--- src/rtl/sequential_multiplier.sv ---
// sequential_multiplier: radix-2 shift-add multiplier, signed/unsigned, valid/ready handshakes.
// Optional early termination on a zero shifted multiplier: define SEQ_MULT_EARLY_EXIT_EN.
`default_nettype none

module sequential_multiplier #(
  parameter int WIDTH = 32
) (
  input  logic                 clk,
  input  logic                 resetN,
  input  logic [WIDTH-1:0]     a,
  input  logic [WIDTH-1:0]     b,
  input  logic                 signedMode,
  input  logic                 inValid,
  output logic                 inReady,
  output logic [2*WIDTH-1:0]   product,
  output logic                 outValid,
  input  logic                 outReady,
  output logic                 busy
);

  localparam int CW = $clog2(WIDTH + 1);
  localparam int PW = 2 * WIDTH;

  typedef enum logic [1:0] {
    S_IDLE = 2'd0,
    S_CALC = 2'd1,
    S_FIX  = 2'd2,
    S_DONE = 2'd3
  } state_t;

  state_t           r_state;
  state_t           w_state_nxt;
  logic [PW-1:0]    r_mcand;
  logic [PW-1:0]    r_acc;
  logic [WIDTH-1:0] r_mplier;
  logic             r_sign;
  logic [CW-1:0]    r_cnt;
  logic [PW-1:0]    r_product;
  logic             r_out_valid;

  logic             w_accept;
  logic             w_a_neg;
  logic             w_b_neg;
  logic [WIDTH-1:0] w_a_mag;
  logic [WIDTH-1:0] w_b_mag;
  logic [PW-1:0]    w_acc_add;
  logic [WIDTH-1:0] w_mplier_shift;
  logic             w_last;

  assign inReady  = (r_state == S_IDLE);
  assign busy     = (r_state != S_IDLE);
  assign product  = r_product;
  assign outValid = r_out_valid;

  assign w_accept = inValid && (r_state == S_IDLE);

  // Magnitudes are unsigned WIDTH-bit, so the most-negative operand maps to 2^(WIDTH-1) exactly.
  assign w_a_neg = signedMode & a[WIDTH-1];
  assign w_b_neg = signedMode & b[WIDTH-1];
  assign w_a_mag = w_a_neg ? (~a + WIDTH'(1)) : a;
  assign w_b_mag = w_b_neg ? (~b + WIDTH'(1)) : b;

  assign w_acc_add      = r_mplier[0] ? (r_acc + r_mcand) : r_acc;
  assign w_mplier_shift = r_mplier >> 1;

`ifdef SEQ_MULT_EARLY_EXIT_EN
  assign w_last = (r_cnt == CW'(WIDTH - 1)) || (w_mplier_shift == '0);
`else
  assign w_last = (r_cnt == CW'(WIDTH - 1));
`endif

  always_ff @(posedge clk or negedge resetN) begin
    if (!resetN) begin
      r_state <= S_IDLE;
    end else begin
      r_state <= w_state_nxt;
    end
  end

  always_comb begin
    w_state_nxt = r_state;
    case (r_state)
      S_IDLE:  if (inValid) w_state_nxt = S_CALC;
      S_CALC:  if (w_last) w_state_nxt = S_FIX;
      S_FIX:   w_state_nxt = S_DONE;
      S_DONE:  if (outReady) w_state_nxt = S_IDLE;
      default: w_state_nxt = S_IDLE;
    endcase
  end

  always_ff @(posedge clk or negedge resetN) begin
    if (!resetN) begin
      r_mcand     <= '0;
      r_acc       <= '0;
      r_mplier    <= '0;
      r_sign      <= 1'b0;
      r_cnt       <= '0;
      r_product   <= '0;
      r_out_valid <= 1'b0;
    end else begin
      case (r_state)
        S_IDLE: begin
          if (w_accept) begin
            r_mcand  <= {{WIDTH{1'b0}}, w_a_mag};
            r_mplier <= w_b_mag;
            r_acc    <= '0;
            r_cnt    <= '0;
            r_sign   <= signedMode & (a[WIDTH-1] ^ b[WIDTH-1]);
          end
        end
        S_CALC: begin
          r_acc    <= w_acc_add;
          r_mcand  <= r_mcand << 1;
          r_mplier <= w_mplier_shift;
          r_cnt    <= r_cnt + CW'(1);
        end
        S_FIX: begin
          r_product   <= r_sign ? (~r_acc + PW'(1)) : r_acc;
          r_out_valid <= 1'b1;
        end
        S_DONE: begin
          if (outReady) r_out_valid <= 1'b0;
        end
        default: ;
      endcase
    end
  end

endmodule

`default_nettype wire

--- config.mk ---
export PLATFORM = sky130hd
export DESIGN_NAME = sequential_multiplier
export DESIGN_NICKNAME = d
export VERILOG_FILES = /design/src/rtl/sequential_multiplier.sv
export SDC_FILE = /design/constraint.sdc
export NUM_CORES = 1
export LEC_CHECK = 0
export BUFFER_PORTS_ARGS = -buffer_cell sky130_fd_sc_hd__buf_2
export CORE_ASPECT_RATIO = 1.4
export CORE_MARGIN = 4
export CORE_UTILIZATION = 60
export DETAILED_ROUTE_END_ITERATION = 8
export PLACE_DENSITY = 0.8
export SLEW_MARGIN = 20
export SYNTH_ARGS = -nofsm -noshare
export SYNTH_HDL_FRONTEND = slang
export SYNTH_SLANG_ARGS = --single-unit
--- constraint.sdc ---
create_clock -name clk -period 10.8 [get_ports clk]
set_input_delay 0.54 -clock clk [delete_from_list [all_inputs] [get_ports clk]]
set_output_delay 0.54 -clock clk [all_outputs]
set_load 0.02 [all_outputs]
==> summary.txt, run 1 <==
Worst setup path
  • Crit path launch type: flop
  • CP bufs+invs: 1
  • Critical path's slowest cell: or4_4
  • Worst Setup Path Type: flop to flop
  • Crit path max-delay family: simple AND/OR/NAND/NOR gates
  • Worst EP required: 11.19 ns
  • Critical Path AT: 4.39 ns
  • Most Frequent Cell on Critical Path: or4_4
  • Crit path cell chain: inv_1 > ha_1 > or3b_1 > nor2_1 > nand4_2 > or2_1 > or4_4 > or4_4 > or4_4 > o31ai_4 > xor2_1 > a21oi_1
  • Worst Setup End Kind: flop
  • Worst-path fanout max: 7
  • CP peak stage delay: 0.56 ns

Placement
  • Placed inst area: 0.0163 mm²
  • Place WS: 6.82 ns
  • Port Buf Inserts: 135
  • Final weighted congestion in routability-driven placement: 0.964
  • HPWL after DPL: 30200 µm
  • DP Cell Count: 2195

Clocking
  • CTS buffer count: 24
  • Post-cts resize count: 0
  • Clock Path Buffers: 3
  • CTS tree: built
  • Post-CTS setup buffers: 0
  • CTS Hold Bufs: 0
  • Root Driver: clkbuf_16
  • Clock Sinks: 234
  • Worst-skew pair later-pin latency: 0.53 ns
  • H-tree levels: 1
  • Reg clk slew, reported paths: 0.06 ns

Timing
  • Hold Vio Cnt, Final: 0
  • Tcrit/Tclk final: 37.0%
  • Max Clock Freq: 0.250 GHz
  • Setup Viol. Count Final: 0
  • Rel. slew slack: 29.5%
  • Post-Route Skew: 0.0195 ns
  • Post-route setup TNS: 0 ns
  • Hold_ws: 0.0820 ns
  • RSZ-0062 raised after global routing: no
  • Crit path time final: 4.00 ns
  • Max Slew Vio Count: 0
  • Worst Max-Slew Pin Slew: 1.05 ns
  • Final WS setup: 6.80 ns

Logic synthesis
  • Ys Warns: 0
  • Adder-Cell Fraction of Synth Area: 5.89%
  • Top_reg_cell synth: dfrtp_1
  • Mean Syn Cell Area: 8.42 µm²
  • XOR/XNOR Fraction of Synth Area: 10.2%
  • Netlist cell types: 67
  • Synth Instances: 1830
  • Compound-Gate Fraction of Synth Area: 23.3%
  • Largest family of logic cells by synthesized area: compound AO/OA/AOI/OAI gates
  • Post-synth EDFFs: 0
  • Sequential fraction of the synthesis area: 38.0%
  • Syn Nets: 1971
  • Synth Register Bits: 234
  • Simple-Gate Fraction of Synth Area: 17.5%
  • Post-synthesis mux area share: 1.74%
  • Async SR Flop Fraction: 100%
  • Synth Cell Area: 0.0154 mm²

Drt
  • Post-route ant nets: 0
  • Wire per inst: 18.2 µm
  • First-pass DRT Iterations: 5
  • Drc violations: 0
  • DR iter-0 viols: 782
  • Vias: 13800
  • DRT Wirelength: 40700 µm
  • Vias per inst: 6.17

Die
  • FP Rows: 69
  • DIE AREA: 0.0284 mm²
  • Core Footprint: 0.0254 mm²
  • Die X-Extent: 143 µm
  • Initial Util: 60.7%
  • Die Ht: 198 µm
  • I/O pin count: 136

GRT
  • Vias in the first global route: 13200
  • Initial antenna violation count: 0
  • GRT overflow: 0
  • First-pass GRT wire length: 66200 µm
  • Pin count of the biggest net entering global routing: 121
  • Total track usage: 28.4%

Final layout
  • Number of diodes: 0
  • Share of cells above drive strength 1: 12.1%
  • Nets@finish: 2043
  • Final instance area: 0.0171 mm²
  • Area Growth Syn to Fin: 10.8%
  • Cell Count, Final, Fillers Out: 2238
  • Final Util: 67.3%

Hold path
  • Hold crit path type: input pin to async pin

Run status
  • Outcome: finished, final reports clean

Power and ir drop
  • Power Density: 292 mW/mm²
  • Leakage: 7.74 nW
  • VDD IR max: 0.000284 V
  • Power after layout: 4.98 mW

Job
  • Maximum capacitance violations: 0
==> power by group <==
part	leakage, nW	switching, mW	total [mW]	internal (mW)
registers	2.98	0.336	1.56	1.22
logic	4.37	1.63	2.56	0.928
clock network	0.393	0.354	0.863	0.509
==> worst register-to-register path, delay by kind of cell (launching register included) <==
kind / cells / cell delay (ns)
AND/OR/NAND/NOR: 7 / 2.65
flip-flops: 1 / 0.43
AO/OA/AOI/OAI: 2 / 0.28
adder cells (fa/ha/maj): 1 / 0.19
XOR/XNOR: 1 / 0.17
buffers and inverters: 1 / 0.13
==> final timing paths <==
| check | start | endpoint | slack (ns) | depth (start not counted) |
|---|---|---|---|---|
| worst min register to register | r_mplier[5] | r_mplier[5] | 0.49 | 2 |
| worst max register to register | r_acc[1] | product[56] | 6.80 | 12 |
| min in group clk | outReady | outValid | 0.27 | 2 |
| worst max-delay path | r_acc[1] | product[56] | 6.80 | 12 |
| worst min-delay path | resetN | product[23] | 0.08 | 1 |
| max in group asynchronous | resetN | r_sign | 8.62 | 3 |
==> sequential cells by signal, indices dropped and copies added (netlist names) <==
signal    count
r_acc        64
r_mplier     32
outValid      1
r_cnt         6
r_mcand      64
r_sign        1
r_state       2
product      64
==> placed cells by master, fill, tap and decap left out, drive strengths merged, types with 26 or more instances in the layout <==
cell type and n:
clkbuf 30, buf 147, o31ai 26, nor2 175
a21o 27, a22o 40, nand2 214, o21ai 204
nor3 27, a21oi 213, xor2 109, xnor2 71
ha 71, inv 32, dfrtp 234
==> area by class of cell <==
class	instances	area [µm²]
Fill cell	2168	8310
Multi-Input combinational cell	1462	9100
Sequential cell	234	5860
Clock inverter	13	154
Clock buffer	30	664
Timing Repair Buffer	147	776
Inverter	33	124
Tap cell	319	399
==> layer usage <==
metal	track usage [%]	vias to the layer above	part of all wire (%)
li1	-	6699	-
met1	36.8	6595	42
met2	50.2	448	50
met3	3.17	63	5.6
met4	7.61	0	2.2
met5	0	-	0
==> cells by family after synthesis <==
| logic type | Yosys count |
|---|---|
| compound gates | 605 |
| flops | 234 |
| mux | 25 |
| fa+ha+maj | 72 |
| xor+xnor | 180 |
| buf+inv | 134 |
| simple gates | 580 |
==> cell usage after synthesis, types with 9 or more instances <==
library cell	n	area (µm²)
inv_1	32	120
a21o_1	27	203
o21ai_0	201	1010
mux2_2	14	158
o31ai_1	25	188
or4_1	19	143
nor2_1	174	653
ha_1	71	888
a21boi_0	9	67.6
a31oi_1	12	75.1
nand3_1	18	90.1
o21bai_1	11	82.6
nand4_1	24	150
o41ai_1	11	96.3
xnor2_1	71	622
mux2i_1	11	110
a21oi_1	213	1070
clkbuf_1	98	368
and2_1	11	68.8
a22o_1	40	350
dfrtp_1	234	5860
nor4_1	10	62.6
nand2b_1	13	81.3
or2_2	11	68.8
nand2_1	214	803
xor2_1	109	955
or3_1	23	144
o21a_1	9	67.6
nor3_1	26	130
Note: power is estimated with default switching activity, not from simulation.
==> run 2: changes to the inputs <==
Settings changed: ABC_AREA set to 1, PLACE_DENSITY 0.8 to 0.79.
Clock period 10.8 ns to 3.9 ns, I/O delays scaled along.
==> summary.txt, run 2 <==
GRT
  • Pin count of the biggest net entering global routing: 121 (unchanged)
  • Initial antenna violation count: 0 (unchanged)
  • First-pass GRT wire length: 101000 µm (+53%)
  • Vias in the first global route: 19600 (+48%)
  • Total track usage: 37.3% (+9.0 points)
  • GRT overflow: 0 (unchanged)

Worst setup path
  • Worst EP required: 4.35 ns (-6.84 ns)
  • Worst Setup End Kind: flop
  • Worst Setup Path Type: flop to flop
  • Critical Path AT: 3.14 ns (-1.25 ns)
  • Worst r2r src: r_acc[59]
  • FF-to-FF setup slack: 1.21 ns (-5.59 ns)
  • Worst r2r dst: r_acc[63]
  • Crit path launch type: flop
  • Worst reg2reg path depth: 12 (unchanged)
  • Worst-path fanout max: 6 (-1)

Placement
  • Final weighted congestion in routability-driven placement: 1.01 (+5.1%)
  • Port Buf Inserts: 135 (unchanged)
  • HPWL after DPL: 50800 µm (+68%)
  • Place WS: 1.28 ns (-5.54 ns)

Logic synthesis
  • Post-synth EDFFs: 0 (unchanged)
  • Top cells by count, synth: nand2_1 (1087), inv_1 (509), nor2_1 (359)
  • Synth Instances: 3109 (+70%)
  • Top cell type's share of synthesized area: 31.0% (-7.0 points)
  • Synth Cell Area: 0.0189 mm² (+23%)
  • Top_reg_cell synth: dfrtp_1
  • Ys Warns: 0 (unchanged)
  • Cell with the most instances after synthesis: nand2_1
  • Syn Nets: 3250 (+65%)
  • Netlist cell types: 47 (-30%)
  • Mean Syn Cell Area: 6.07 µm² (-28%)
  • Sequential fraction of the synthesis area: 31.0% (-7.0 points)
  • Async SR Flop Fraction: 100% (unchanged)
  • Synth area leader: dfrtp_1
  • Top post-synthesis cells by area: dfrtp_1 (31%), nand2_1 (22%), inv_1 (10%), nor2_1 (7.1%), nand3_1 (5.1%)
  • Synth Register Bits: 234 (unchanged)

Clocking
  • Post-cts resize count: 0 (unchanged)
  • Reg clk slew, reported paths: 0.06 ns (about the same)
  • Worst-skew pair later-pin latency: 0.56 ns (+0.03 ns)
  • Clock Sinks: 234 (unchanged)
  • CTS tree: built
  • CTS buffer count: 26 (+8.3%)
  • H-tree levels: 1 (unchanged)
  • Clock Path Buffers: 3 (unchanged)
  • Root Driver: clkbuf_16
  • CTS Hold Bufs: 6 (+6)
  • Post-CTS setup buffers: 0 (unchanged)

Timing
  • Final WS setup: 1.21 ns (-5.59 ns)
  • Worst Max-Slew Pin Slew: 0.990 ns (-0.0639 ns)
  • Max Clock Freq: 0.371 GHz (+49%)
  • RSZ-0062 raised after global routing: no
  • Crit path time final: 2.69 ns (-1.31 ns)
  • Post-Route Skew: 0.0160 ns (-0.00348 ns)
  • Hold Vio Cnt, Final: 0 (unchanged)
  • Post-route setup TNS: 0 ns (unchanged)
  • Rel. slew slack: 34.0% (+4.5 points)
  • Max Slew Vio Count: 0 (unchanged)
  • Setup Viol. Count Final: 0 (unchanged)
  • Tcrit/Tclk final: 69.1% (+32 points)

Power and ir drop
  • Leakage: 11.7 nW (+52%)
  • Power after layout: 17.8 mW (+260%)
  • Power Density: 854 mW/mm² (+190%)
  • VDD IR max: 0.000460 V (+62%)

Drt
  • DRT Wirelength: 65100 µm (+60%)
  • DR iter-0 viols: 1795 (+130%)
  • Vias per inst: 5.62 (-8.8%)
  • Drc violations: 0 (unchanged)
  • First-pass DRT Iterations: 7 (+2)
  • Post-route ant nets: 0 (unchanged)
  • Wire per inst: 17.9 µm (-1.4%)
  • Vias: 20400 (+48%)

Final layout
  • Commonest non-fill, non-tap cells in the layout: nand2_1 (1087), inv_1 (509), nor2_1 (359)
  • Nets@finish: 3363 (+65%)
  • Number of diodes: 0 (unchanged)
  • Share of cells above drive strength 1: 7.07% (-5.0 points)
  • Final Util: 67.5% (+0.20 points)
  • # fillers: 2934 (+35%)
  • Area Growth Syn to Fin: 10.4%
  • Commonest non-fill, non-tap cell in the layout: nand2_1

Die
  • DIE AREA: 0.0344 mm² (+21%)
  • Die Ht: 218 µm (+10%)
  • FP Rows: 76 (+10%)
  • I/O pin count: 136 (unchanged)
  • Die X-Extent: 158 µm (+10%)
  • Initial Util: 61.1% (+0.38 points)
  • Core Footprint: 0.0309 mm² (+22%)

Run status
  • Outcome: finished, final reports clean

Hold path
  • Hold depth: 3
  • Hold crit path type: input pin to flop
  • Hold Crit Start: a[0]
  • Hold Path Sink: r_mcand[0]

Job
  • Maximum capacitance violations: 0 (unchanged)
-- run 2: cell count changes after synthesis, moves of 23 or more --
cell / previous run / this run
xnor2_1: 71 / 5
o22ai_1: 4 / 41
a21oi_1: 213 / 126
nand3_1: 18 / 194
nor2_1: 174 / 359
inv_1: 32 / 509
or3_1: 23 / 0
clkbuf_1: 98 / 44
a21o_1: 27 / 2
a22o_1: 40 / 1
xor2_1: 109 / 53
nand2_1: 214 / 1087
o21ai_0: 201 / 169
-- run 2: layout make-up --
type	instances	area, µm²	area share (%)
Tap cell	390	488	2.34
Timing Repair Buffer	158	886	4.25
Clock buffer	37	743	3.56
Inverter	515	1930	9.28
Multi-Input combinational cell	2287	10800	51.8
Sequential cell	234	5860	28.1
Clock inverter	8	143	0.684
-- run 2: power breakdown --
group | total, mW | internal [mW] | switching, mW
logic | 10.5 | 3.23 | 7.26
clock network | 2.64 | 1.58 | 1.06
registers | 4.67 | 3.50 | 1.17
total | 17.8 | 8.31 | 9.49
-- run 2: how the worst max path moves through the flow --
stage / cells past startpoint / from / slack, ns / end
after floorplan: 12 / r_state[0] / 1.95 / r_acc[30]
after global placement: 11 / a[31] / 1.33 / r_mcand[20]
after detailed placement: 9 / r_state[0] / 1.28 / r_acc[7]
after CTS: 9 / r_state[1] / 1.27 / r_acc[7]
after global routing: 9 / r_state[1] / 1.10 / r_acc[7]
final: 12 / r_acc[59] / 1.21 / r_acc[63]
-- run 2: through the flow --
| stage | instances | hold WS (ns) | area (µm²) |
|---|---|---|---|
| floorplan | 3109 | -0.101 | 18900 |
| global placement | 3578 | 0.355 | 19900 |
| detailed placement | 3578 | 0.375 | 19900 |
| global route | 3629 | 0.0417 | 20800 |
| finish | 3629 | 0.00534 | 20800 |
| CTS | 3629 | 0.0000898 | 20800 |
-- run 2: critical path, stage by stage, from the launching register on --
cell and delay [ns]:
dfrtp_1 0.54, ha_1 0.58, nand2_1 0.19, inv_1 0.11, nand3_1 0.20, nor2_1 0.20
nand2_1 0.09, nor2_1 0.32, nand2_1 0.12, nand2_1 0.07, nand2_1 0.05, nand3_1 0.07
nand2_1 0.06
-- run 2: per-layer routing --
layer	global-route usage [%]	vias to the layer above	wire (µm)
met1	42.5	9256	23500
li1	-	9989	-
met4	26.2	0	5670
met2	64.6	911	31600
met3	3.73	256	4210
met5	0	-	0
-- run 2: cell families (layout without fill, tap and decap cells) --
logic type / count (synthesis) / count (layout) / synth area share [%]
fa+ha+maj: 72 / 72 / 4.81
xor+xnor: 58 / 58 / 2.69
simple gates: 1745 / 1745 / 37.4
buf+inv: 588 / 718 / 11.9
compound gates: 412 / 412 / 12.2
flops: 234 / 234 / 31.0
==> run 3: changes to the inputs <==
Settings changed: ABC_AREA 1 to 0, PLACE_DENSITY 0.79 to 0.8.
Clock period 3.9 ns to 2.5 ns, I/O delays scaled along.
==> summary.txt, run 3 (same netlist as run 1, synthesis figures left out) <==
Run status
  • Outcome: complete, but fails checks
  • Violated checks: setup timing

GRT
  • Pin count of the biggest net entering global routing: 76 (-37%)
  • GRT overflow: 0 (unchanged)
  • Total track usage: 36.3% (-1.0 points)
  • Vias in the first global route: 17000 (-13%)
  • Initial antenna violation count: 3 (+3)
  • First-pass GRT wire length: 83300 µm (-18%)

Clocking
  • CTS tree: built
  • Reg clk slew, reported paths: 0.07 ns (about the same)
  • Clock Path Buffers: 3 (unchanged)
  • CTS buffer count: 24 (-7.7%)
  • H-tree levels: 1 (unchanged)
  • Clock Sinks: 234 (unchanged)
  • Root Driver: clkbuf_16
  • Worst-skew pair later-pin latency: 0.55 ns (about the same)

Die
  • DIE AREA: 0.0284 mm² (-18%)
  • I/O pin count: 136 (unchanged)
  • FP Rows: 69 (-9.2%)
  • Die X-Extent: 143 µm (-9.2%)
  • Core Footprint: 0.0254 mm² (-18%)
  • Initial Util: 60.7% (-0.38 points)
  • Die Ht: 198 µm (-9.3%)

Power and ir drop
  • Net Sw Frac: 47.1% (-6.2 points)
  • Combinational share of power: 64.3% (+5.4 points)
  • Power Density: 1310 mW/mm² (+53%)
  • Leakage: 10.3 nW (-12%)
  • Clock Power Share: 13.0% (-1.8 points)
  • Net Sw Power: 13.8 mW (+46%)
  • Int Power: 15.5 mW (+87%)
  • Sequential share of power: 22.7% (-3.5 points)
  • VDD IR max: 0.00114 V (+150%)

Final layout
  • Commonest non-fill, non-tap cells in the layout: buf_4 (401), dfrtp_1 (232), nand2_1 (198)
  • Final Util: 88.5% (+21 points)
  • Commonest non-fill, non-tap cell in the layout: buf_4
  • Final instance area: 0.0225 mm² (+7.8%)
  • Nets@finish: 2494 (-26%)
  • Cell Count, Final, Fillers Out: 2691 (-26%)
  • Share of cells above drive strength 1: 38.0% (+31 points)
  • Area Growth Syn to Fin: 45.8%

Placement
  • Place WS: -1.15 ns (-2.43 ns)
  • HPWL after DPL: 36500 µm (-28%)
  • Port Buf Inserts: 135 (unchanged)
  • Final weighted congestion in routability-driven placement: 0.983 (-2.9%)
  • DP Cell Count: 2572 (-28%)
  • Placed inst area: 0.0194 mm² (-2.6%)

Drt
  • DRT Wirelength: 61300 µm (-5.8%)
  • Vias: 17600 (-14%)
  • Post-route ant nets: 0 (unchanged)
  • Drc violations: 0 (unchanged)
  • First-pass DRT Iterations: 8 (+1)
  • Vias per inst: 6.54 (+16%)
  • Wire per inst: 22.8 µm (+27%)
  • DR iter-0 viols: 1498 (-17%)

Timing
  • Tcrit/Tclk final: 152% (+83 points)
  • Max Clock Freq: 0.263 GHz (-29%)
  • RSZ-0062 raised after global routing: yes
  • Worst Max-Slew Pin Slew: 1.08 ns (+0.0928 ns)
  • Max Slew Vio Count: 0 (unchanged)
  • Final WS setup: -1.30 ns (-2.51 ns)
  • Rel. slew slack: 27.1% (-6.9 points)
  • Post-Route Skew: 0.0248 ns (+0.00881 ns)
  • Hold Vio Cnt, Final: 0 (unchanged)
  • Setup Viol. Count Final: 91 (+91)
  • Crit path time final: 3.80 ns (+1.11 ns)

Worst setup path
  • Crit path launch type: flop
  • Worst Setup Path Type: flop to flop
  • Worst Setup End Kind: flop
  • Worst-path fanout max: 2 (-4)
  • Critical Path AT: 4.20 ns (+1.06 ns)
  • Worst EP required: 2.90 ns (-1.45 ns)
  • Worst reg2reg path depth: 12 (unchanged)

Hold path
  • Hold depth: 5 (+2)
  • Hold crit path type: input pin to flop

Job
  • Maximum capacitance violations: 0 (unchanged)
## run 3: cell count changes in the layout (fill, tap and decap cells not counted), moves of 50 or more
cell,previous run,this run
nor2_1,359,166
nand2_1,1087,198
inv_1,509,30
xor2_1,53,103
nand3_1,194,15
xnor2_1,5,56
buf_4,16,401
## run 3: path summary, 6_finish.rpt
check                              from            to  slack [ns]
min                               b[21]  r_mplier[21]        0.02
max in group asynchronous        resetN   r_mcand[49]        1.64
min in group asynchronous        resetN     r_acc[40]        0.06
max reg2reg                    r_acc[0]   product[56]       -1.30
max                            r_acc[0]   product[56]       -1.30
min reg2reg                r_mplier[14]  r_mplier[14]        0.49
## run 3: critical path, stage by stage, from the launching register on
cell,delay [ns]
dfrtp_1,0.40
inv_1,0.07
ha_1,0.19
or3b_4,0.48
nor2_4,0.14
nand4_2,0.15
or2_4,0.29
or4_4,0.46
or4_4,0.50
or4_4,0.54
o31ai_4,0.19
xor2_1,0.16
a21oi_1,0.08
## run 3: repair_timing
item | CTS | global route
cloned | 0 | 1
setup buffers | 46 | 42
setup endpoints to repair | 84 | 97
endpoints found under the hold margin | 242 | 0
pin swaps | 117 | 110
hold buffers | 11 | 0
resized for setup | 233 | 143
## run 3: area by class of cell
type	instances	area, µm²
clock inverters	13	163
fillers	1167	2920
well taps	319	399
multi-input cells	1463	10800
flip-flops and latches	234	5860
diodes	1	2.50
inverters	33	128
clock buffers	31	667
repair buffers	597	4410
## run 3: power by group through the flow
stage | registers (mW) | clock network, mW | logic, mW
5_1_grt | 6.76 | 3.99 | 19.9
6_report | 6.67 | 3.81 | 18.8
3_5_place_dp | 6.43 | 0 | 14.7
2_1_floorplan | 6.90 | 0 | 7.98
3_3_place_gp | 6.36 | 0 | 14.2
4_1_cts | 6.45 | 3.81 | 16.4
## run 3: per-layer routing
metal | part of all wire (%) | global-route usage (%) | routed length [µm] | vias up
met2 | 50 | 66.7 | 30500 | 1149
met3 | 7.7 | 4.63 | 4720 | 470
met1 | 33 | 39.3 | 20300 | 8418
li1 | - | - | - | 7569
met5 | 0.021 | 0 | 13 | -
met4 | 9.5 | 21.4 | 5810 | 2
## run 3: stage by stage
stage               setup TNS, ns  hold slack, ns  power [mW]
floorplan                   -9.85          -0.171        14.9
detailed placement         -37.63          0.0429        21.2
CTS                        -28.77         0.00385        26.6
global route               -47.09          0.0504        30.6
global placement           -30.18          0.0380        20.6
finish                     -42.70          0.0173        29.3
